**config.mk**
```make
export PLATFORM = sky130hd
export DESIGN_NAME = alu_seq
export DESIGN_NICKNAME = d
export VERILOG_FILES = /design/src/rtl/alu_pkg.sv /design/src/rtl/alu_logic.sv /design/src/rtl/alu_seq.sv
export SDC_FILE = /design/constraint.sdc
export NUM_CORES = 1
export LEC_CHECK = 0
export BUFFER_PORTS_ARGS = -buffer_cell sky130_fd_sc_hd__buf_2
export CAP_MARGIN = 10
export CORE_AREA = 2 2 131 133
export CTS_CLUSTER_SIZE = 12
export DETAILED_ROUTE_END_ITERATION = 7
export DIE_AREA = 0 0 133 135
export HOLD_SLACK_MARGIN = 0.02
export PLACE_DENSITY = 0.81
export SLEW_MARGIN = 25
export SYNTH_ARGS = -nofsm -noshare
export SYNTH_HDL_FRONTEND = slang
export SYNTH_SLANG_ARGS = --single-unit
```
**constraint.sdc**
```tcl
create_clock -name clk -period 4.01 [get_ports clk]
set_input_delay 0.2005 -clock clk [delete_from_list [all_inputs] [get_ports clk]]
set_output_delay 0.2005 -clock clk [all_outputs]
set_load 0.005 [all_outputs]
```
**src/rtl/alu_pkg.sv**
```systemverilog
`default_nettype none
// +----------------------------------------------------------------------+
// | Module   : alu_pkg                                                   |
// | Purpose  : Opcode constants, FSM state encoding and a helper         |
// |            shared by the sequential ALU and its combinational core.  |
// | Revision : 1.0  initial release                                      |
// +----------------------------------------------------------------------+
package alu_pkg;

    localparam logic [3:0] c_op_add  = 4'd0;
    localparam logic [3:0] c_op_sub  = 4'd1;
    localparam logic [3:0] c_op_and  = 4'd2;
    localparam logic [3:0] c_op_or   = 4'd3;
    localparam logic [3:0] c_op_xor  = 4'd4;
    localparam logic [3:0] c_op_sll  = 4'd5;
    localparam logic [3:0] c_op_srl  = 4'd6;
    localparam logic [3:0] c_op_sra  = 4'd7;
    localparam logic [3:0] c_op_slt  = 4'd8;
    localparam logic [3:0] c_op_sltu = 4'd9;

    // Explicitly encoded 2-bit state register of the sequencer.
    typedef enum logic [1:0] {
        ST_IDLE  = 2'd0,
        ST_SHIFT = 2'd1,
        ST_DONE  = 2'd2
    } state_t;

    // True for the three opcodes that iterate one bit per cycle.
    function automatic logic is_shift(input logic [3:0] op);
        return (op == c_op_sll) || (op == c_op_srl) || (op == c_op_sra);
    endfunction

endpackage
`default_nettype wire

```
**src/rtl/alu_logic.sv**
```systemverilog
`default_nettype none
// +----------------------------------------------------------------------+
// | Module   : alu_logic                                                 |
// | Purpose  : Combinational single-cycle ALU operations. Shift opcodes  |
// |            pass operand A through, which is the zero-amount result.  |
// | Revision : 1.0  initial release                                      |
// +----------------------------------------------------------------------+
module alu_logic
    import alu_pkg::*;
#(
    parameter int N = 32
) (
    input  logic [N-1:0] a,
    input  logic [N-1:0] b,
    input  logic [3:0]   op,
    output logic [N-1:0] y
);

    // Opcode decode; unused codes produce zero.
    always_comb begin
        y = '0;
        case (op)
            c_op_add:  y = a + b;
            c_op_sub:  y = a - b;
            c_op_and:  y = a & b;
            c_op_or:   y = a | b;
            c_op_xor:  y = a ^ b;
            c_op_sll,
            c_op_srl,
            c_op_sra:  y = a;
            c_op_slt:  y = {{(N-1){1'b0}}, ($signed(a) < $signed(b))};
            c_op_sltu: y = {{(N-1){1'b0}}, (a < b)};
            default:   y = '0;
        endcase
    end

endmodule
`default_nettype wire

```
**src/rtl/alu_seq.sv**
```systemverilog
`default_nettype none
// +----------------------------------------------------------------------+
// | Module   : alu_seq                                                   |
// | Purpose  : Valid/ready ALU with a one-entry result register. Shifts  |
// |            advance one bit position per cycle; all other ops finish  |
// |            on the accept edge.                                       |
// | Revision : 1.0  initial release                                      |
// +----------------------------------------------------------------------+
module alu_seq
    import alu_pkg::*;
#(
    parameter int N = 32
) (
    input  logic         clk,
    input  logic         rst,
    input  logic         in_valid,
    output logic         in_ready,
    input  logic [N-1:0] a,
    input  logic [N-1:0] b,
    input  logic [3:0]   op,
    output logic         out_valid,
    input  logic         out_ready,
    output logic [N-1:0] result,
    output logic         zero
);

    localparam int c_sh_w = $clog2(N);

    state_t              r_state_q,  w_state_d;
    logic [N-1:0]        r_work_q,   w_work_d;
    logic [N-1:0]        r_result_q, w_result_d;
    logic [c_sh_w-1:0]   r_cnt_q,    w_cnt_d;
    logic [3:0]          r_shop_q,   w_shop_d;
    logic                r_zero_q,   w_zero_d;

    logic [N-1:0]        w_alu_y;
    logic [N-1:0]        w_step;
    logic [c_sh_w-1:0]   w_amt;

    assign w_amt = b[c_sh_w-1:0];

    alu_logic #(
        .N (N)
    ) u_alu_logic (
        .a  (a),
        .b  (b),
        .op (op),
        .y  (w_alu_y)
    );

    // One-bit shift of the working value in the direction of the captured op.
    always_comb begin
        w_step = r_work_q >> 1;
        case (r_shop_q)
            c_op_sll: w_step = r_work_q << 1;
            c_op_sra: w_step = {r_work_q[N-1], r_work_q[N-1:1]};
            default:  w_step = r_work_q >> 1;
        endcase
    end

    // Next-state logic: accept in IDLE, iterate in SHIFT, hold until consumed in DONE.
    always_comb begin
        w_state_d  = r_state_q;
        w_work_d   = r_work_q;
        w_result_d = r_result_q;
        w_cnt_d    = r_cnt_q;
        w_shop_d   = r_shop_q;
        w_zero_d   = r_zero_q;
        case (r_state_q)
            ST_IDLE: begin
                if (in_valid) begin
                    w_shop_d = op;
                    if (is_shift(op) && (w_amt != '0)) begin
                        w_state_d = ST_SHIFT;
                        w_work_d  = a;
                        w_cnt_d   = w_amt;
                    end else begin
                        w_state_d  = ST_DONE;
                        w_result_d = w_alu_y;
                        w_zero_d   = (w_alu_y == '0);
                    end
                end
            end
            ST_SHIFT: begin
                w_work_d = w_step;
                w_cnt_d  = r_cnt_q - 1'b1;
                // Last step lands the value straight in the result register.
                if (r_cnt_q == c_sh_w'(1)) begin
                    w_state_d  = ST_DONE;
                    w_result_d = w_step;
                    w_zero_d   = (w_step == '0);
                end
            end
            ST_DONE: begin
                // Result is zeroed on consumption so it reads 0 while not valid.
                if (out_ready) begin
                    w_state_d  = ST_IDLE;
                    w_result_d = '0;
                    w_zero_d   = 1'b0;
                end
            end
            default: begin
                w_state_d  = ST_IDLE;
                w_result_d = '0;
                w_zero_d   = 1'b0;
                w_cnt_d    = '0;
            end
        endcase
    end

    // State registers with synchronous reset discarding any operation in flight.
    always_ff @(posedge clk) begin
        if (rst) begin
            r_state_q  <= ST_IDLE;
            r_work_q   <= '0;
            r_result_q <= '0;
            r_cnt_q    <= '0;
            r_shop_q   <= '0;
            r_zero_q   <= 1'b0;
        end else begin
            r_state_q  <= w_state_d;
            r_work_q   <= w_work_d;
            r_result_q <= w_result_d;
            r_cnt_q    <= w_cnt_d;
            r_shop_q   <= w_shop_d;
            r_zero_q   <= w_zero_d;
        end
    end

    assign in_ready  = (r_state_q == ST_IDLE);
    assign out_valid = (r_state_q == ST_DONE);
    assign result    = r_result_q;
    assign zero      = r_zero_q;

endmodule
`default_nettype wire

```
==> results.tsv <==
stage	metric	value	unit
run_status	status	finished, final reports clean	
floorplan	site row count	47	
timing	Final Hold Viols	0	
drt	drt pass-1 iters	6	
layout	fraction of layout cells with a size suffix above 1	14.3	%
clock_network	# clock sinks	76	
power_and_ir_drop	Pleak	5.12	nW
power_and_ir_drop	Tot Pwr	3.07	mW
clock_network	Clock transition at path regs	0.06	ns
setup_path	crit path cell chain	buf_2, inv_1, ha_1, and2_1, a2111oi_0, a211oi_1, nor3_1, xnor2_1, a221oi_1, buf_4, nand3_1, or4_1, nor4_1, a31o_1	
placement	Detailed Place HPWL	29600	µm
setup_path	crit path buf inv count	3	
setup_path	crit path kind	input port to flop	
setup_path	Worst Setup Start Kind	input port	
setup_path	crit-path max FO	8	
drt	final WL	38100	µm
setup_path	Critical Path Max Stage Delay	0.56	ns
placement	Place WS	0.0762	ns
clock_network	CTS Buf Count	9	
drt	drt wl/cell	22.0	µm
timing	Max Clk Rate	269	MHz
placement	GPL Wtd Cong	1.06	
drt	vias per cell	6.78	
floorplan	die height	135	µm
logic_synthesis	cell accounting for the most synthesized area	dfxtp_1	
timing	Rel. slew slack	32.0	%
layout	ant diodes	0	
layout	Layout Cells excl Fill	1731	
logic_synthesis	library cells used by synthesis	85	
drt	DR DRC count	0	
global_routing	first-pass GRT wire length	58700	µm
logic_synthesis	synth warn	0	
clock_network	CTS Buffer Depth	2	
drt	DR vias	11700	
logic_synthesis	top-count cell post-synth	nor2_1	
global_routing	vias in the first global route	10800	
drt	starting DRC count in detailed routing	1412	
clock_network	CTS tree	built	
floorplan	IO Count	107	
timing	Slew Viols, Final	0	
power_and_ir_drop	Peak VDD IR	294	µV
layout	nets	1683	
setup_path	Worst Path Required	4.30	ns
power_and_ir_drop	PD cells	278	nW/µm²
logic_synthesis	Post-synth ARST share	0	%
placement	port buffer count	106	
floorplan	die area	18000	µm²
timing	clock period minus final worst setup slack	3.72	ns
floorplan	chip width	133	µm
logic_synthesis	Most used DFF post-synth	dfxtp_1	
timing	period utilisation layout	92.7	%
clock_network	Root Buffer	clkbuf_16	
timing	worst slew pin tran	1.02	ns
setup_path	Largest delay share family, worst path	simple AND/OR/NAND/NOR gates	
logic_synthesis	top post-synthesis cells by count	nor2_1 (179), a21oi_1 (139), nand2_1 (135)	
logic_synthesis	Post-Syn Area	9870	µm²
worst_hold_path	Hold Path Class	input port to flop	
clock_network	CTS-repair resized insts	0	
clock_network	H-Tree Level Count	3	
timing	final setup fails	0	
global_routing	pin count of the biggest net entering global routing	66	
placement	Post-Place Cells	1715	
drt	DRT antenna net count	0	
logic_synthesis	syn_nets	1595	
setup_path	WP data arrival	4.00	ns
timing	RSZ-0062 raised after global routing	false	
logic_synthesis	Post-Synthesis Cells	1418	
logic_synthesis	largest cells by area after synthesis	dfxtp_1 (15%), ha_1 (13%), a21oi_1 (7.1%)	
logic_synthesis	number of synthesized flops with an enable pin	0	
flow_run	max_cap viols	0	
floorplan	Starting Density	60.1	%
global_routing	gr usage total	41.5	%
global_routing	initial antenna violation count	0	
logic_synthesis	sequential fraction of the synthesis area	15.4	%
timing	setup_tns	0	ns
setup_path	crit end category	flop	
timing	post-route setup slack	0.293	ns
clock_network	hold_buf cts	0	
setup_path	CP max-delay cell	nor3_1	
floorplan	floorplan core area	16400	µm²
logic_synthesis	Mapped Avg Cell Area	6.96	µm²
layout	Area growth, synth to finish	11.9	%
logic_synthesis	synthesized flop and latch total	76	
clock_network	Clock Latency Late Sink	0.34	ns
global_routing	gr ovfl total	0	
timing	Setup Skew	0.00728	ns
logic_synthesis	Synth top area share	15.4	%
clock_network	setup bufs post-CTS	0	
[worst reg2reg max path, cell delays in order, from the launching register on]
cell	delay, ns
dfxtp_1	0.57
clkinv_1	0.45
nand2_1	0.29
o22a_1	0.18
nor2_1	0.07
nor4b_1	0.28
and4_1	0.25
nand4_1	0.11
or4_1	0.49
nor4_1	0.18
a31o_1	0.17
[power by group]
group | total (mW) | internal (mW) | switching, mW
sequential | 0.888 | 0.829 | 0.0589
combinational | 1.44 | 0.524 | 0.918
clock | 0.737 | 0.415 | 0.322
total | 3.07 | 1.77 | 1.30
[cell families (layout without fill, tap and decap cells)]
family          after synthesis  after routing  synth area share [%]
xor+xnor                     11             11                 0.976
fa+ha+maj                   105            105                  13.5
flops                        76             76                  15.4
buf+inv                     199            292                  8.55
mux                          51             51                  5.20
compound gates              488            488                  33.6
simple gates                488            488                  22.8
[layout make-up]
cell class	instances	area, µm²
tap	220	275
sequential	76	1520
clock inverter	7	43.8
multi-input combinational	1143	7530
inverter	103	389
clock buffer	9	225
fill	1504	5370
timing repair buffer	173	1060
[routing by layer]
metal	routed length [µm]	global-route usage (%)	vias up	share of wire, %
met2	16600	65.1	821	44
met4	1570	18.2	0	4.1
met3	4580	6.79	139	12
li1	-	-	5349	-
met5	0	0	-	0
met1	15300	56.3	5435	40
[state kept, by name (all words and copies together) (netlist names)]
name	flops
zero	1
result	32
r_cnt_q	5
r_work_q	32
r_state_q	2
r_shop_q	4
[final timing paths]
check / startpoint / to / slack (ns) / depth (start not counted)
hold reg to reg: result[28] / result[28] / 0.45 / 2
setup reg to reg: r_state_q[0] / zero / 0.93 / 10
hold / removal: in_valid / r_shop_q[0] / 0.22 / 3
setup / recovery: a[7] / zero / 0.29 / 14
[per-stage QoR]
step                      hold WS, ns  instance area (µm²)  util, %
after floorplan                 0.435                 9870        -
after global placement          0.421                10800     65.7
after detailed placement        0.429                10800     65.7
after CTS                       0.216                11000     67.3
after global routing            0.227                11000     67.3
final                           0.220                11000     67.3
[placed cells by master, fill, tap and decap left out, types with 9 or more instances in the layout]
cell       instances
a22oi_1           12
ha_1             103
nor2_1           178
o221ai_1          10
a221oi_1          11
mux2i_1           49
a21o_1            17
a21oi_1          139
xnor2_1           10
inv_1            100
nor2b_1           16
nor3_1            36
buf_4             65
nand2_1          135
a211oi_1          56
o21a_1            10
nand3_1           23
nand4_1           15
o21bai_1          11
or3_1              9
dfxtp_1           76
buf_2            106
clkbuf_16          9
a31oi_1           16
o21ai_0           58
o31ai_1           16
o211ai_1          28
nor4_1            15
a22o_1            16
Power figures use the tool's default switching activity.
